==> config.mk <==
export PLATFORM = sky130hd
export DESIGN_NAME = maze_walker
export DESIGN_NICKNAME = d
export VERILOG_FILES = /design/src/rtl/maze_pkg.sv /design/src/rtl/maze_dir_sel.sv /design/src/rtl/maze_walker.sv
export SDC_FILE = /design/constraint.sdc
export NUM_CORES = 1
export LEC_CHECK = 0
export CAP_MARGIN = 40
export CORE_MARGIN = 2
export CORE_UTILIZATION = 48
export DETAILED_ROUTE_END_ITERATION = 12
export PLACE_DENSITY = 0.72
export SLEW_MARGIN = 20
export SYNTH_ARGS = -nofsm -noshare
export SYNTH_HDL_FRONTEND = slang
export SYNTH_SLANG_ARGS = --single-unit
export TNS_END_PERCENT = 50
==> constraint.sdc <==
create_clock -name clk -period 6.1 [get_ports clk]
set_input_delay 0.61 -clock clk [delete_from_list [all_inputs] [get_ports clk]]
set_output_delay 0.61 -clock clk [all_outputs]
set_load 0.02 [all_outputs]
==> src/rtl/maze_pkg.sv <==
// Shared types and heading helpers for the wall-following maze walker.
package maze_pkg;

    typedef enum logic [2:0] {IDLE, MARK, PROBE, EVAL, DONE, FAIL} state_t;

    localparam logic [1:0] DIR_E = 2'd0;
    localparam logic [1:0] DIR_N = 2'd1;
    localparam logic [1:0] DIR_W = 2'd2;
    localparam logic [1:0] DIR_S = 2'd3;

    // Headings are numbered counter-clockwise, so a left turn is +1.
    function automatic logic [1:0] turn_left(input logic [1:0] h);
        return h + 2'd1;
    endfunction

    function automatic logic [1:0] turn_right(input logic [1:0] h);
        return h - 2'd1;
    endfunction

    // hand: 0 = right-hand rule, 1 = left-hand rule
    function automatic logic [1:0] probe_dir(input logic [1:0] h, input logic hand,
                                             input logic [1:0] attempt);
        case (attempt)
            2'd0:    return hand ? turn_left(h) : turn_right(h);
            2'd1:    return h;
            2'd2:    return hand ? turn_right(h) : turn_left(h);
            default: return h + 2'd2;
        endcase
    endfunction

endpackage

==> src/rtl/maze_dir_sel.sv <==
// Candidate-cell selector: neighbour for the current probe attempt and
// whether that neighbour lies outside the grid.
module maze_dir_sel
    import maze_pkg::*;
#(
    parameter int MAZE_WIDTH = 6,
    parameter int MAZE_ROWS  = 64,
    parameter int MAZE_COLS  = 64
) (
    input  logic [MAZE_WIDTH-1:0] cur_row,
    input  logic [MAZE_WIDTH-1:0] cur_col,
    input  logic [1:0]            heading,
    input  logic [1:0]            attempt,
    input  logic                  hand,
    output logic [MAZE_WIDTH-1:0] cand_row,
    output logic [MAZE_WIDTH-1:0] cand_col,
    output logic [1:0]            cand_dir,
    output logic                  off_grid
);

    localparam logic [MAZE_WIDTH-1:0] LAST_ROW = MAZE_WIDTH'(MAZE_ROWS - 1);
    localparam logic [MAZE_WIDTH-1:0] LAST_COL = MAZE_WIDTH'(MAZE_COLS - 1);
    localparam logic [MAZE_WIDTH-1:0] ONE      = MAZE_WIDTH'(1);
    localparam logic [MAZE_WIDTH-1:0] ZERO     = '0;

    always_comb begin
        cand_dir = probe_dir(heading, hand, attempt);
        cand_row = cur_row;
        cand_col = cur_col;
        off_grid = 1'b0;
        case (cand_dir)
            DIR_E: begin
                off_grid = (cur_col >= LAST_COL);
                cand_col = cur_col + ONE;
            end
            DIR_N: begin
                off_grid = (cur_row == ZERO);
                cand_row = cur_row - ONE;
            end
            DIR_W: begin
                off_grid = (cur_col == ZERO);
                cand_col = cur_col - ONE;
            end
            default: begin
                off_grid = (cur_row >= LAST_ROW);
                cand_row = cur_row + ONE;
            end
        endcase
    end

endmodule

==> src/rtl/maze_walker.sv <==
// Wall-following maze explorer driving a synchronous maze memory.
// Optional step-limit watchdog and steps port: define MAZE_WATCHDOG_EN.
module maze_walker
    import maze_pkg::*;
#(
    parameter int MAZE_WIDTH = 6,
    parameter int MAZE_ROWS  = 64,
    parameter int MAZE_COLS  = 64
`ifdef MAZE_WATCHDOG_EN
    ,
    parameter int MAX_STEPS  = 4095
`endif
) (
    input  logic                  clk,
    input  logic                  rst_n,
    input  logic                  start,
    input  logic                  hand_sel,
    input  logic [MAZE_WIDTH-1:0] starting_row,
    input  logic [MAZE_WIDTH-1:0] starting_col,
    input  logic                  maze_in,
    output logic [MAZE_WIDTH-1:0] row,
    output logic [MAZE_WIDTH-1:0] col,
    output logic                  maze_oe,
    output logic                  maze_we,
    output logic                  busy,
    output logic                  done,
    output logic                  fail
`ifdef MAZE_WATCHDOG_EN
    ,
    output logic [15:0]           steps
`endif
);

    localparam logic [MAZE_WIDTH-1:0] LAST_ROW = MAZE_WIDTH'(MAZE_ROWS - 1);
    localparam logic [MAZE_WIDTH-1:0] LAST_COL = MAZE_WIDTH'(MAZE_COLS - 1);

    state_t                state, state_d;
    logic [MAZE_WIDTH-1:0] cur_row, cur_col, cur_row_d, cur_col_d;
    logic [1:0]            heading, heading_d, attempt, attempt_d, cand_dir_q;
    logic                  hand, hand_d, moved, moved_d;
    logic [MAZE_WIDTH-1:0] cand_row, cand_col;
    logic [1:0]            cand_dir;
    logic                  off_grid, on_border, limit;

`ifdef MAZE_WATCHDOG_EN
    logic [15:0] steps_q, steps_d;
    assign limit = (steps_q >= 16'(MAX_STEPS));
    assign steps = steps_q;
`else
    assign limit = 1'b0;
`endif

    assign on_border = (cur_row == '0) || (cur_row == LAST_ROW) ||
                       (cur_col == '0) || (cur_col == LAST_COL);

    // Evaluated on next-cycle values so the address/read strobe can be registered.
    maze_dir_sel #(
        .MAZE_WIDTH(MAZE_WIDTH),
        .MAZE_ROWS (MAZE_ROWS),
        .MAZE_COLS (MAZE_COLS)
    ) u_dir_sel (
        .cur_row (cur_row_d),
        .cur_col (cur_col_d),
        .heading (heading_d),
        .attempt (attempt_d),
        .hand    (hand_d),
        .cand_row(cand_row),
        .cand_col(cand_col),
        .cand_dir(cand_dir),
        .off_grid(off_grid)
    );

    always_comb begin
        state_d   = state;
        cur_row_d = cur_row;
        cur_col_d = cur_col;
        heading_d = heading;
        attempt_d = attempt;
        hand_d    = hand;
        moved_d   = moved;
`ifdef MAZE_WATCHDOG_EN
        steps_d   = steps_q;
`endif
        case (state)
            IDLE, DONE, FAIL: begin
                if (start) begin
                    state_d   = MARK;
                    cur_row_d = starting_row;
                    cur_col_d = starting_col;
                    heading_d = DIR_E;
                    attempt_d = 2'd0;
                    hand_d    = hand_sel;
                    moved_d   = 1'b0;
`ifdef MAZE_WATCHDOG_EN
                    steps_d   = 16'd0;
`endif
                end
            end
            MARK: begin
                attempt_d = 2'd0;
                if (on_border && moved) state_d = DONE;
                else if (limit)         state_d = FAIL;
                else                    state_d = PROBE;
            end
            PROBE: begin
                // maze_oe low here means the candidate was off-grid: treat as wall.
                if (maze_oe)               state_d = EVAL;
                else if (attempt == 2'd3)  state_d = FAIL;
                else                       attempt_d = attempt + 2'd1;
            end
            EVAL: begin
                if (!maze_in) begin
                    state_d   = MARK;
                    cur_row_d = row;
                    cur_col_d = col;
                    heading_d = cand_dir_q;
                    moved_d   = 1'b1;
`ifdef MAZE_WATCHDOG_EN
                    steps_d   = steps_q + 16'd1;
`endif
                end else if (attempt == 2'd3) begin
                    state_d = FAIL;
                end else begin
                    state_d   = PROBE;
                    attempt_d = attempt + 2'd1;
                end
            end
            default: state_d = IDLE;
        endcase
    end

    always_ff @(posedge clk or negedge rst_n) begin
        if (!rst_n) begin
            state   <= IDLE;
            cur_row <= '0;
            cur_col <= '0;
            heading <= DIR_E;
            attempt <= 2'd0;
            hand    <= 1'b0;
            moved   <= 1'b0;
`ifdef MAZE_WATCHDOG_EN
            steps_q <= 16'd0;
`endif
        end else begin
            state   <= state_d;
            cur_row <= cur_row_d;
            cur_col <= cur_col_d;
            heading <= heading_d;
            attempt <= attempt_d;
            hand    <= hand_d;
            moved   <= moved_d;
`ifdef MAZE_WATCHDOG_EN
            steps_q <= steps_d;
`endif
        end
    end

    // Memory-side outputs; row/col hold their last value outside MARK/PROBE.
    always_ff @(posedge clk or negedge rst_n) begin
        if (!rst_n) begin
            row        <= '0;
            col        <= '0;
            maze_oe    <= 1'b0;
            maze_we    <= 1'b0;
            cand_dir_q <= DIR_E;
        end else begin
            maze_we <= (state_d == MARK);
            maze_oe <= (state_d == PROBE) && !off_grid;
            if (state_d == MARK) begin
                row <= cur_row_d;
                col <= cur_col_d;
            end else if ((state_d == PROBE) && !off_grid) begin
                row        <= cand_row;
                col        <= cand_col;
                cand_dir_q <= cand_dir;
            end
        end
    end

    assign busy = (state == MARK) || (state == PROBE) || (state == EVAL);
    assign done = (state == DONE);
    assign fail = (state == FAIL);

endmodule

======== Word-level counts from Yosys, hierarchy flattened ========
Index checks and enable logic that the tools add are counted.
word-level totals
  flip-flop bits (word level) ............. 37
  bits of input ports ..................... 17
cells by class
  $add $sub $neg .......................... 8
  magnitude comparators ................... 2
  equal/unequal tests ..................... 16
  multiplexer cells ....................... 36
  bitwise operators ....................... 1
  reduce and logical (&&, ||, !) cells .... 21
operators by type and width
  operator                                                  count
  two-way mux 6 bit                                         8
  one-hot mux 6 bit (2 select lines)                        4
  logical NOT 6 bit                                         4
  two-way mux 3 bit                                         6
  two-way mux 2 bit                                         8
  adder 6 x 1 -> 6 bit, second input constant               2
  equality test 6 bit, second input constant                2
  greater-or-equal comparator 6 bit, second input constant  2
  one-hot mux 3 bit (4 select lines)                        1
  subtractor 6 x 1 -> 6 bit, second input constant          2
  equality test 3 x 2 -> 1 bit, second input constant       3
  one-hot mux 2 bit (4 select lines)                        1
  equality test 2 bit, second input constant                3
  equality test 3 x 1 -> 1 bit, second input constant       2
  equality test 3 bit, second input constant                2
  one-hot mux 2 bit (3 select lines)                        1
  logical OR 1 bit                                          5
  adder 2 x 1 -> 2 bit, second input constant               2
  equality test 2 x 1 -> 1 bit, second input constant       2
  logical NOT 2 bit                                         2
  two-way mux 1 bit                                         4
  inequality test 2 bit, second input constant              2
  one-hot mux 2 bit (2 select lines)                        1
  nonzero test 2 bit                                        2
  other kinds (12)                                          13

======== Depth between registers and ports, before layout ========
Gate-level depths: netlist of run 1.
  word-level depth ........................ 12
  mapped depth ............................ 17
  mapped depth without buffers ............ 16

======== Cells and area by module ========
Synthesis of run 1 repeated with hierarchy kept, for this count alone.
unflattened totals
  cells, all modules ...................... 229
  area, all modules ....................... 2285.9 um2
by module, submodules not included
  module        times used  cells an instance  area an instance (um2)  sequential area each (um2)
  maze_walker   1           139                1642.8                  925.9
  maze_dir_sel  1           90                 643.1                   0.0

======== Worst setup path after synthesis of run 1 ========
Ideal clock, no wire load.
  path kind ............................... input to register
  start point ............................. input port maze_in
  end point ............................... register col[5]
  library setup time ...................... 0.125 ns
  data arrival time ....................... 3.564 ns
  required time ........................... 5.975 ns
  slack ................................... 2.411 ns
  stages on the path ...................... 15
  cell sequence ........................... and4bb_4 -> a21oi_2 -> a22o_2 -> xnor2_1 -> o21a_1 -> or2_2 -> nor2_1 -> ha_1 -> or2_2 -> a21oi_1 -> a31oi_1 -> nor3_1 -> a21oi_1 -> xnor2_1 -> mux2_4
between the ends
  word-level cells in the longest chain between the ends .. 10
  elaborated cells on any way between the ends .. 37
ends and longest elaborated chain
  what                                                               line                            source
  start: declaration                                                 maze_walker.sv:20               input logic maze_in,
  two-way mux 2 bit *                                                maze_walker.sv:112              if (!maze_in) begin
  one-hot mux 2 bit (2 select lines) *                               maze_walker.sv:84               case (state)
  via heading_d[0]                                                   maze_walker.sv:39               logic [1:0] heading, heading_d, attempt, attempt_d, cand_dir_q;
  adder 2 x 1 -> 2 bit or subtractor 2 x 1 -> 2 bit (tied branches)  maze_pkg.sv:13, maze_pkg.sv:17
  two-way mux 2 bit, on equally long branches                        maze_pkg.sv:26, maze_pkg.sv:24
  one-hot mux 2 bit (3 select lines) *                               maze_pkg.sv:23                  case (attempt)
  equality test 2 bit, or another cell as far along                  maze_dir_sel.sv:31              case (cand_dir)
  one-hot mux 1 bit (3 select lines)                                 maze_dir_sel.sv:31
  logical NOT 1 bit                                                  maze_walker.sv:172              end else if ((state_d == PROBE) && !off_grid) begin
  logical AND 1 bit                                                  maze_walker.sv:172
  nonzero test 2 bit (no line)                                       --
  end signal: assignment                                             maze_walker.sv:171              col <= cur_col_d;
  end signal: assignment                                             maze_walker.sv:174              col <= cand_col;
  end: declaration                                                   maze_walker.sv:22               output logic [MAZE_WIDTH-1:0] col,
The timed path passes the listed nets; every way through them passes the cells marked *. The select of a mux whose other input is x is not followed.
A chain may end at the register's enable or synchronous reset.

======== Worst setup path in the final report of run 1 ========
  start point ............................. input port start
  end point ............................... register col[5]
between the ends
  word-level cells in the longest chain between the ends .. 10
  elaborated cells on any way between the ends .. 39
ends and longest elaborated chain
  what                                                               line                            source
  start: declaration                                                 maze_walker.sv:16               input logic start,
  two-way mux 2 bit                                                  maze_walker.sv:86               if (start) begin
  one-hot mux 2 bit (2 select lines)                                 maze_walker.sv:84
  adder 2 x 1 -> 2 bit or subtractor 2 x 1 -> 2 bit (tied branches)  maze_pkg.sv:13, maze_pkg.sv:17
  two-way mux 2 bit, on equally long branches                        maze_pkg.sv:26, maze_pkg.sv:24
  one-hot mux 2 bit (3 select lines)                                 maze_pkg.sv:23
  equality test 2 bit, or another cell as far along                  maze_dir_sel.sv:31
  one-hot mux 1 bit (3 select lines)                                 maze_dir_sel.sv:31
  logical NOT 1 bit                                                  maze_walker.sv:172
  logical AND 1 bit                                                  maze_walker.sv:172
  nonzero test 2 bit (no line)                                       --
Parallel ways exist; a longest one is shown, timed or not. The select of a mux whose other input is x is not followed.

==> results of run 1 <==
==> stage by stage <==
step,instances,worst slack (ns),instance area [sq um]
floorplan,231,2.411,2321
global route,322,1.071,2791
CTS,322,1.518,2791
finish,322,1.481,2791
detailed placement,314,1.238,2711
global placement,313,1.309,2684
==> sequential cells by signal, summed over array words and instances (netlist names) <==
signal and flops:
state 3, hand 1, maze_we 1, row 6, cur_col 6, heading 2, moved 1, attempt 2
cand_dir_q 2, maze_oe 1, cur_row 6, col 6
==> Yosys cell counts, types with 4 or more instances <==
master / instances / area share
sky130_fd_sc_hd__dfrtp_1: 37 / 0.40
sky130_fd_sc_hd__a21oi_1: 17 / 0.037
sky130_fd_sc_hd__nand2_1: 17 / 0.027
sky130_fd_sc_hd__nor2_1: 17 / 0.027
sky130_fd_sc_hd__and2_1: 12 / 0.032
sky130_fd_sc_hd__inv_1: 12 / 0.019
sky130_fd_sc_hd__xnor2_1: 11 / 0.042
sky130_fd_sc_hd__mux2_4: 10 / 0.065
sky130_fd_sc_hd__nor3_1: 9 / 0.019
sky130_fd_sc_hd__ha_1: 8 / 0.043
sky130_fd_sc_hd__a221o_1: 7 / 0.030
sky130_fd_sc_hd__mux2i_1: 4 / 0.017
sky130_fd_sc_hd__nand2b_1: 4 / 0.011
sky130_fd_sc_hd__nand3_1: 4 / 0.0086
sky130_fd_sc_hd__nand4_1: 4 / 0.011
sky130_fd_sc_hd__or2_2: 4 / 0.011
sky130_fd_sc_hd__xor2_1: 4 / 0.015
==> layout make-up <==
type	count	share of cell area
clock buffers	8	0.02869
inverters	12	0.01614
multi-input cells	177	0.4729
flip-flops and latches	37	0.3317
well taps	54	0.02420
repair buffers	34	0.1264
==> logic make-up after synthesis <==
kind of cell / after synthesis / share of synthesized area
compound gates: 51 / 0.1569
buf+inv: 17 / 0.03234
xor+xnor: 15 / 0.05660
fa+ha+maj: 10 / 0.06038
flops: 37 / 0.3989
simple gates: 81 / 0.1838
mux: 20 / 0.1110
==> critical path, cell delays in order <==
cell	delay (ns)
sky130_fd_sc_hd__clkdlybuf4s50_1	0.52
sky130_fd_sc_hd__nor2b_2	0.28
sky130_fd_sc_hd__and2_1	0.50
sky130_fd_sc_hd__mux2i_1	0.35
sky130_fd_sc_hd__xnor2_1	0.16
sky130_fd_sc_hd__o21a_1	0.22
sky130_fd_sc_hd__or2_2	0.31
sky130_fd_sc_hd__nor2_1	0.34
sky130_fd_sc_hd__ha_1	0.34
sky130_fd_sc_hd__or2_2	0.29
sky130_fd_sc_hd__a21oi_1	0.15
sky130_fd_sc_hd__a31oi_1	0.07
sky130_fd_sc_hd__nor3_1	0.14
sky130_fd_sc_hd__a21oi_1	0.10
sky130_fd_sc_hd__xnor2_1	0.14
sky130_fd_sc_hd__mux2_4	0.26
==> cells in the final DEF (no fill, tap or decap), types with 2 or more instances in the layout <==
cell	synthesis	routed
sky130_fd_sc_hd__o22ai_1	2	2
sky130_fd_sc_hd__and2_1	12	12
sky130_fd_sc_hd__mux2_2	3	3
sky130_fd_sc_hd__fa_1	2	2
sky130_fd_sc_hd__nor4_1	2	2
sky130_fd_sc_hd__inv_1	12	12
sky130_fd_sc_hd__nand3_1	4	4
sky130_fd_sc_hd__or4_1	2	2
sky130_fd_sc_hd__xor2_1	4	4
sky130_fd_sc_hd__nand2_1	17	17
sky130_fd_sc_hd__nand3b_1	2	2
sky130_fd_sc_hd__xnor2_1	11	11
sky130_fd_sc_hd__ha_1	8	8
sky130_fd_sc_hd__a21oi_1	17	17
sky130_fd_sc_hd__clkdlybuf4s50_1	0	32
sky130_fd_sc_hd__nand2b_1	4	4
sky130_fd_sc_hd__a32o_1	2	2
sky130_fd_sc_hd__dfrtp_1	37	37
sky130_fd_sc_hd__mux2i_1	4	4
sky130_fd_sc_hd__or2_2	4	4
sky130_fd_sc_hd__o21ai_0	3	3
sky130_fd_sc_hd__nor2_1	17	17
sky130_fd_sc_hd__a31oi_1	3	3
sky130_fd_sc_hd__a221o_1	7	7
sky130_fd_sc_hd__clkbuf_1	1	3
sky130_fd_sc_hd__mux2_4	10	10
sky130_fd_sc_hd__mux2_1	3	3
sky130_fd_sc_hd__nor3_1	9	9
sky130_fd_sc_hd__nand4_1	4	4
sky130_fd_sc_hd__a21o_1	3	3
sky130_fd_sc_hd__clkbuf_8	0	5
sky130_fd_sc_hd__o21a_1	2	2
sky130_fd_sc_hd__a221oi_1	2	2
==> worst max-delay path by stage <==
stage	cells after the start	slack [ns]	to	startpoint
after floorplan	15	2.41	col[5]$_DFFE_PN0P_	maze_in
after global placement	16	1.31	row[5]$_DFFE_PN0P_	start
after detailed placement	16	1.24	row[5]$_DFFE_PN0P_	start
after CTS	16	1.52	col[5]$_DFFE_PN0P_	start
after global routing	16	1.07	row[5]$_DFFE_PN0P_	start
final	16	1.48	col[5]$_DFFE_PN0P_	start
==> metal layers <==
layer	wire length (um)	track usage	part of all wire
met1	2608	0.2980	0.48
met2	2551	0.3502	0.47
met3	184	0.02881	0.034
met4	78	0.06667	0.014
met5	0	0	0
==> run_results.csv, run 1 <==
group,metric,value,unit
critical_path,critical_path_peak_fanout,12,
logic_synthesis,synth_fp_nets,258,
logic_synthesis,async_reset_ff_frac,1.000,
logic_synthesis,synth_top_flop_cell,"sky130_fd_sc_hd__dfrtp_1",
die,floorplan.initialDensity,0.4947,
clock_network,cts_hold_repair.buffers,0,
final_layout,syn2layout_area_growth,20.27,%
die,design.die.area,5407,sq um
routing,detail_route.first_pass.iterations,4,
die,die_h,73.54,um
final_layout,final_core_utilization,0.5949,
final_layout,multi_input_area,1320,sq um
global_route,grt_first_pass_wirelength,8.921,mm
timing,finClkSkew,0.005758,ns
place,routability_congestion,0.9006,
timing,tns,0,ns
logic_synthesis,yosys.cell_types.count,47,
final_layout,layout_net_count,294,
clock_network,worst_skew_pair.late_latency,0.29,ns
logic_synthesis,synth-warning-count,0,
clock_network,post-cts-setup-buffer-count,0,
logic_synthesis,syn-mean-instance-area,10.05,sq um
critical_path,crit_required,6.27,ns
clock_network,cts_made_buffers,5,
routing,wl_per_cell,16.84,um
clock_network,max-clock-path-buffers,2,
final_layout,antennaDiodeCount,0,
timing,final_min_period_over_clock_period,0.7572,
timing,finalMaxSlewViolations,0,
global_route,grtUsageTotal,0.2151,
timing,unrepaired_setup_endpoints_after_global_routing,"false",
final_layout,ff_latch_area,925.9,sq um
final_layout,layout_cell_share_with_drive_strength_beyond_1,0.1082,
timing,fmax,0.2165,GHz
timing,slew_headroom,0.5056,
critical_path,ff2ff_setup_slack,1.75,ns
final_layout,final.fill_count,427,
job,maxCapViolCount,0,
timing,timing_hold_violations_final,0,
logic_synthesis,synth_enable_flop_cells,0,
critical_path,rr_worst_depth,15,
clock_network,clock_pin_slew_of_the_registers_on_the_worst_case_setup_and_hold_paths,0.07,ns
timing,finalCriticalPeriod,4.619,ns
logic_synthesis,yosysSeqAreaShare,0.3989,
timing,hold-worst-slack,0.2662,ns
routing,remaining_drc_errors,0,
clock_network,h-tree-depth,2,
clock_network,clock_tree_root_driver_cell,"sky130_fd_sc_hd__clkbuf_8",
clock_network,cts_tree,"done",
logic_synthesis,postSynthCellCount,231,
place,detailed_place_hpwl,3.986,mm
routing,postRouteAntennaNets,0,
routing,dr.first_iter.drc_count,91,
hold_path,hold_path_class,"input pin to async pin",
die,io_pins,34,
global_route,grt_antenna_before_repair,0,
timing,finalSetupViolations,0,
die,fp.dieW,73.54,um
routing,vias_per_cell,5.842,
critical_path,cp-start-kind,"input pin",
global_route,grt_start_max_net_pins,21,
critical_path,worst_r2r_startpoint,"state[1]$_DFF_PN0_",
critical_path,worst_r2r_endpoint,"col[5]$_DFFE_PN0P_",
status,status,"finished, final reports clean",
logic_synthesis,ys_ff_latch,37,
die,number_of_placement_rows,25,
critical_path,endpoint_kind,"register",
global_route,vias_in_the_first_global_route,1816,
die,placeableCoreArea,4692,sq um
global_route,global_route.overflow_total,0,
critical_path,worstPathArrival,4.79,ns
timing,worst-slew-pin-transition,0.7416,ns
clock_network,cts.repair.resized,0,
logic_synthesis,synth_area,2321,sq um
place,placement.io_buffers,33,
routing,detailroute.via_count,1881,
critical_path,crit_type,"input pin to register",
routing,drt-total-wl,5.423,mm
clock_network,clkSinkCount,37,
Power of run 1 is left out: the tool's default activity adds up to more than one toggle a clock period on the data nets, which glitch-free logic cannot reach.
==> inputs of run 2 (changes only) <==
clock period = 4.8 ns   (was 6.1 ns; I/O delays follow)
==> run 2 against run 1 <==
Compared with the run above: final area rose by 2.7%; global-route usage increased by 0.42 points; critical path type unchanged; worst hold slack gained 0.24 ns; sequential share of layout area down 0.87 points; utilization grew 1.6 points; flip-flop and latch count stayed put; critical path depth up 1; non-clock buffer count grew 6.
==> run_results.csv, run 2 (same netlist as run 1, synthesis figures left out) <==
group,metric,value,unit
routing,dr.first_iter.drc_count,100,
critical_path,endpoint_kind,"register",
timing,slew_headroom,0.5613,
clock_network,worst_skew_pair.late_latency,0.30,ns
final_layout,layout_cell_share_with_drive_strength_beyond_1,0.1350,
global_route,grt_antenna_before_repair,0,
global_route,grt_first_pass_wirelength,8.914,mm
timing,tns,0,ns
clock_network,clock_tree_root_driver_cell,"sky130_fd_sc_hd__clkbuf_8",
critical_path,crit_required,4.98,ns
routing,wl_per_cell,16.53,um
global_route,global_route.overflow_total,0,
die,placeableCoreArea,4692,sq um
routing,postRouteAntennaNets,0,
routing,detailroute.via_count,1898,
global_route,grt_start_max_net_pins,38,
die,number_of_placement_rows,25,
routing,route.met2.wl,2.550,mm
critical_path,worstPathArrival,4.31,ns
critical_path,ff2ff_setup_slack,0.77,ns
place,area_post_placement,2721,sq um
status,status,"finished, final reports clean",
place,routability_congestion,0.8092,
final_layout,layout_net_count,300,
clock_network,cts_tree,"done",
timing,finalMaxSlewViolations,0,
critical_path,cp-start-kind,"input pin",
final_layout,antennaDiodeCount,0,
critical_path,critical_path_peak_fanout,15,
final_layout,final_cell_mix,"sky130_fd_sc_hd__dfrtp_1, sky130_fd_sc_hd__clkdlybuf4s50_1, sky130_fd_sc_hd__a21oi_1, sky130_fd_sc_hd__nor2_1, sky130_fd_sc_hd__nand2_1",
timing,finalCriticalPeriod,4.129,ns
place,placement.io_buffers,33,
final_layout,syn2layout_area_growth,23.50,%
timing,timing_hold_violations_final,0,
job,maxCapViolCount,0,
die,floorplan.initialDensity,0.4947,
timing,worst-slew-pin-transition,0.6556,ns
hold_path,hold_path_class,"register to register",
clock_network,max-clock-path-buffers,2,
clock_network,h-tree-depth,2,
clock_network,clkSinkCount,37,
die,io_pins,34,
timing,finalSetupViolations,0,
final_layout,final.fill_count,413,
timing,unrepaired_setup_endpoints_after_global_routing,"false",
die,fp.dieW,73.54,um
routing,maxUsedRoutingLayer,"met4",
die,design.die.area,5407,sq um
routing,met3_length,289,um
clock_network,cts_made_buffers,5,
timing,fmax,0.2422,GHz
routing,drt-total-wl,5.421,mm
die,die_h,73.54,um
place,detailed_place_hpwl,4.015,mm
global_route,vias_in_the_first_global_route,1793,
routing,vias_per_cell,5.787,
timing,finClkSkew,0.008997,ns
clock_network,clock_pin_slew_of_the_registers_on_the_worst_case_setup_and_hold_paths,0.07,ns
timing,final_min_period_over_clock_period,0.8603,
final_layout,final_common_cell,"sky130_fd_sc_hd__dfrtp_1",
global_route,grtUsageTotal,0.2194,
routing,remaining_drc_errors,0,
critical_path,crit_type,"input pin to register",
routing,m1WireLength,2.518,mm
routing,detail_route.first_pass.iterations,4,
final_layout,layout.cell_area.non_filler,2867,sq um
[run 2: cell types whose count changed in the layout (fill, tap and decap cells not counted), sizes merged]
cell	change
clkbuf	-3
bufinv	+1
dlygate4sd3	+1
clkinv	+1
buf	+5
clkinvlp	+1
[run 2: area by class of cell]
cell class                 count  area (sq um)  share of cell area
clock buffer                   5         68.82             0.02401
tap                           54         67.56             0.02357
multi-input combinational    177          1320              0.4605
timing repair buffer          40         392.9              0.1371
inverter                      12         45.04             0.01571
sequential                    37         925.9              0.3230
clock inverter                 3         46.29             0.01615
[run 2: worst paths after layout]
kind | depth (start not counted) | end | from
max | 17 | row[5]$_DFFE_PN0P_ | maze_in
min | 1 | cand_dir_q[0]$_DFFE_PN0P_ | cand_dir_q[0]$_DFFE_PN0P_
max reg2reg | 16 | row[5]$_DFFE_PN0P_ | state[1]$_DFF_PN0_
min reg2reg | 1 | cand_dir_q[0]$_DFFE_PN0P_ | cand_dir_q[0]$_DFFE_PN0P_
max in group asynchronous | 3 | col[2]$_DFFE_PN0P_ | rst_n
min in group asynchronous | 2 | state[0]$_DFF_PN0_ | rst_n
[run 2: worst max-delay path, cell delays in order]
cell and delay, ns:
sky130_fd_sc_hd__clkdlybuf4s50_1 0.42, sky130_fd_sc_hd__and4bb_4 0.46, sky130_fd_sc_hd__a21oi_2 0.07, sky130_fd_sc_hd__buf_4 0.17, sky130_fd_sc_hd__a22o_1 0.21, sky130_fd_sc_hd__xnor2_1 0.18
sky130_fd_sc_hd__nor3_1 0.30, sky130_fd_sc_hd__nor2_1 0.14, sky130_fd_sc_hd__nor2_1 0.39, sky130_fd_sc_hd__ha_1 0.37, sky130_fd_sc_hd__and2_1 0.18, sky130_fd_sc_hd__a31oi_1 0.19
sky130_fd_sc_hd__a21oi_1 0.13, sky130_fd_sc_hd__nand3_1 0.10, sky130_fd_sc_hd__nand3b_1 0.09, sky130_fd_sc_hd__xnor2_1 0.16, sky130_fd_sc_hd__mux2_4 0.25
[run 2: layer usage]
metal | vias to the layer above | global-route usage
li1 | 928 | -
met1 | 902 | 0.3190
met2 | 61 | 0.3383
met3 | 7 | 0.04115
met4 | 0 | 0.05455
met5 | - | 0
[run 2: repair_timing]
item | in CTS | in global routing
buffers inserted | 0 | 0
gates resized for setup | 0 | 0
endpoints found under the setup margin | 0 | 0
endpoints found under the hold margin | 0 | 4
hold buffers | 0 | 1
[run 2: metrics by stage]
stage	hold WS, ns	utilization	std cells	setup slack (ns)
after floorplan	0.1844	-	231	1.241
after global routing	0.5364	0.6109	328	0.3852
after global placement	0.4797	0.5800	318	0.4885
after detailed placement	0.4785	0.5800	318	0.3989
after CTS	0.3041	0.6045	326	0.6782
final	0.5056	0.6109	328	0.6707
Power of run 2 is left out for the same reason.
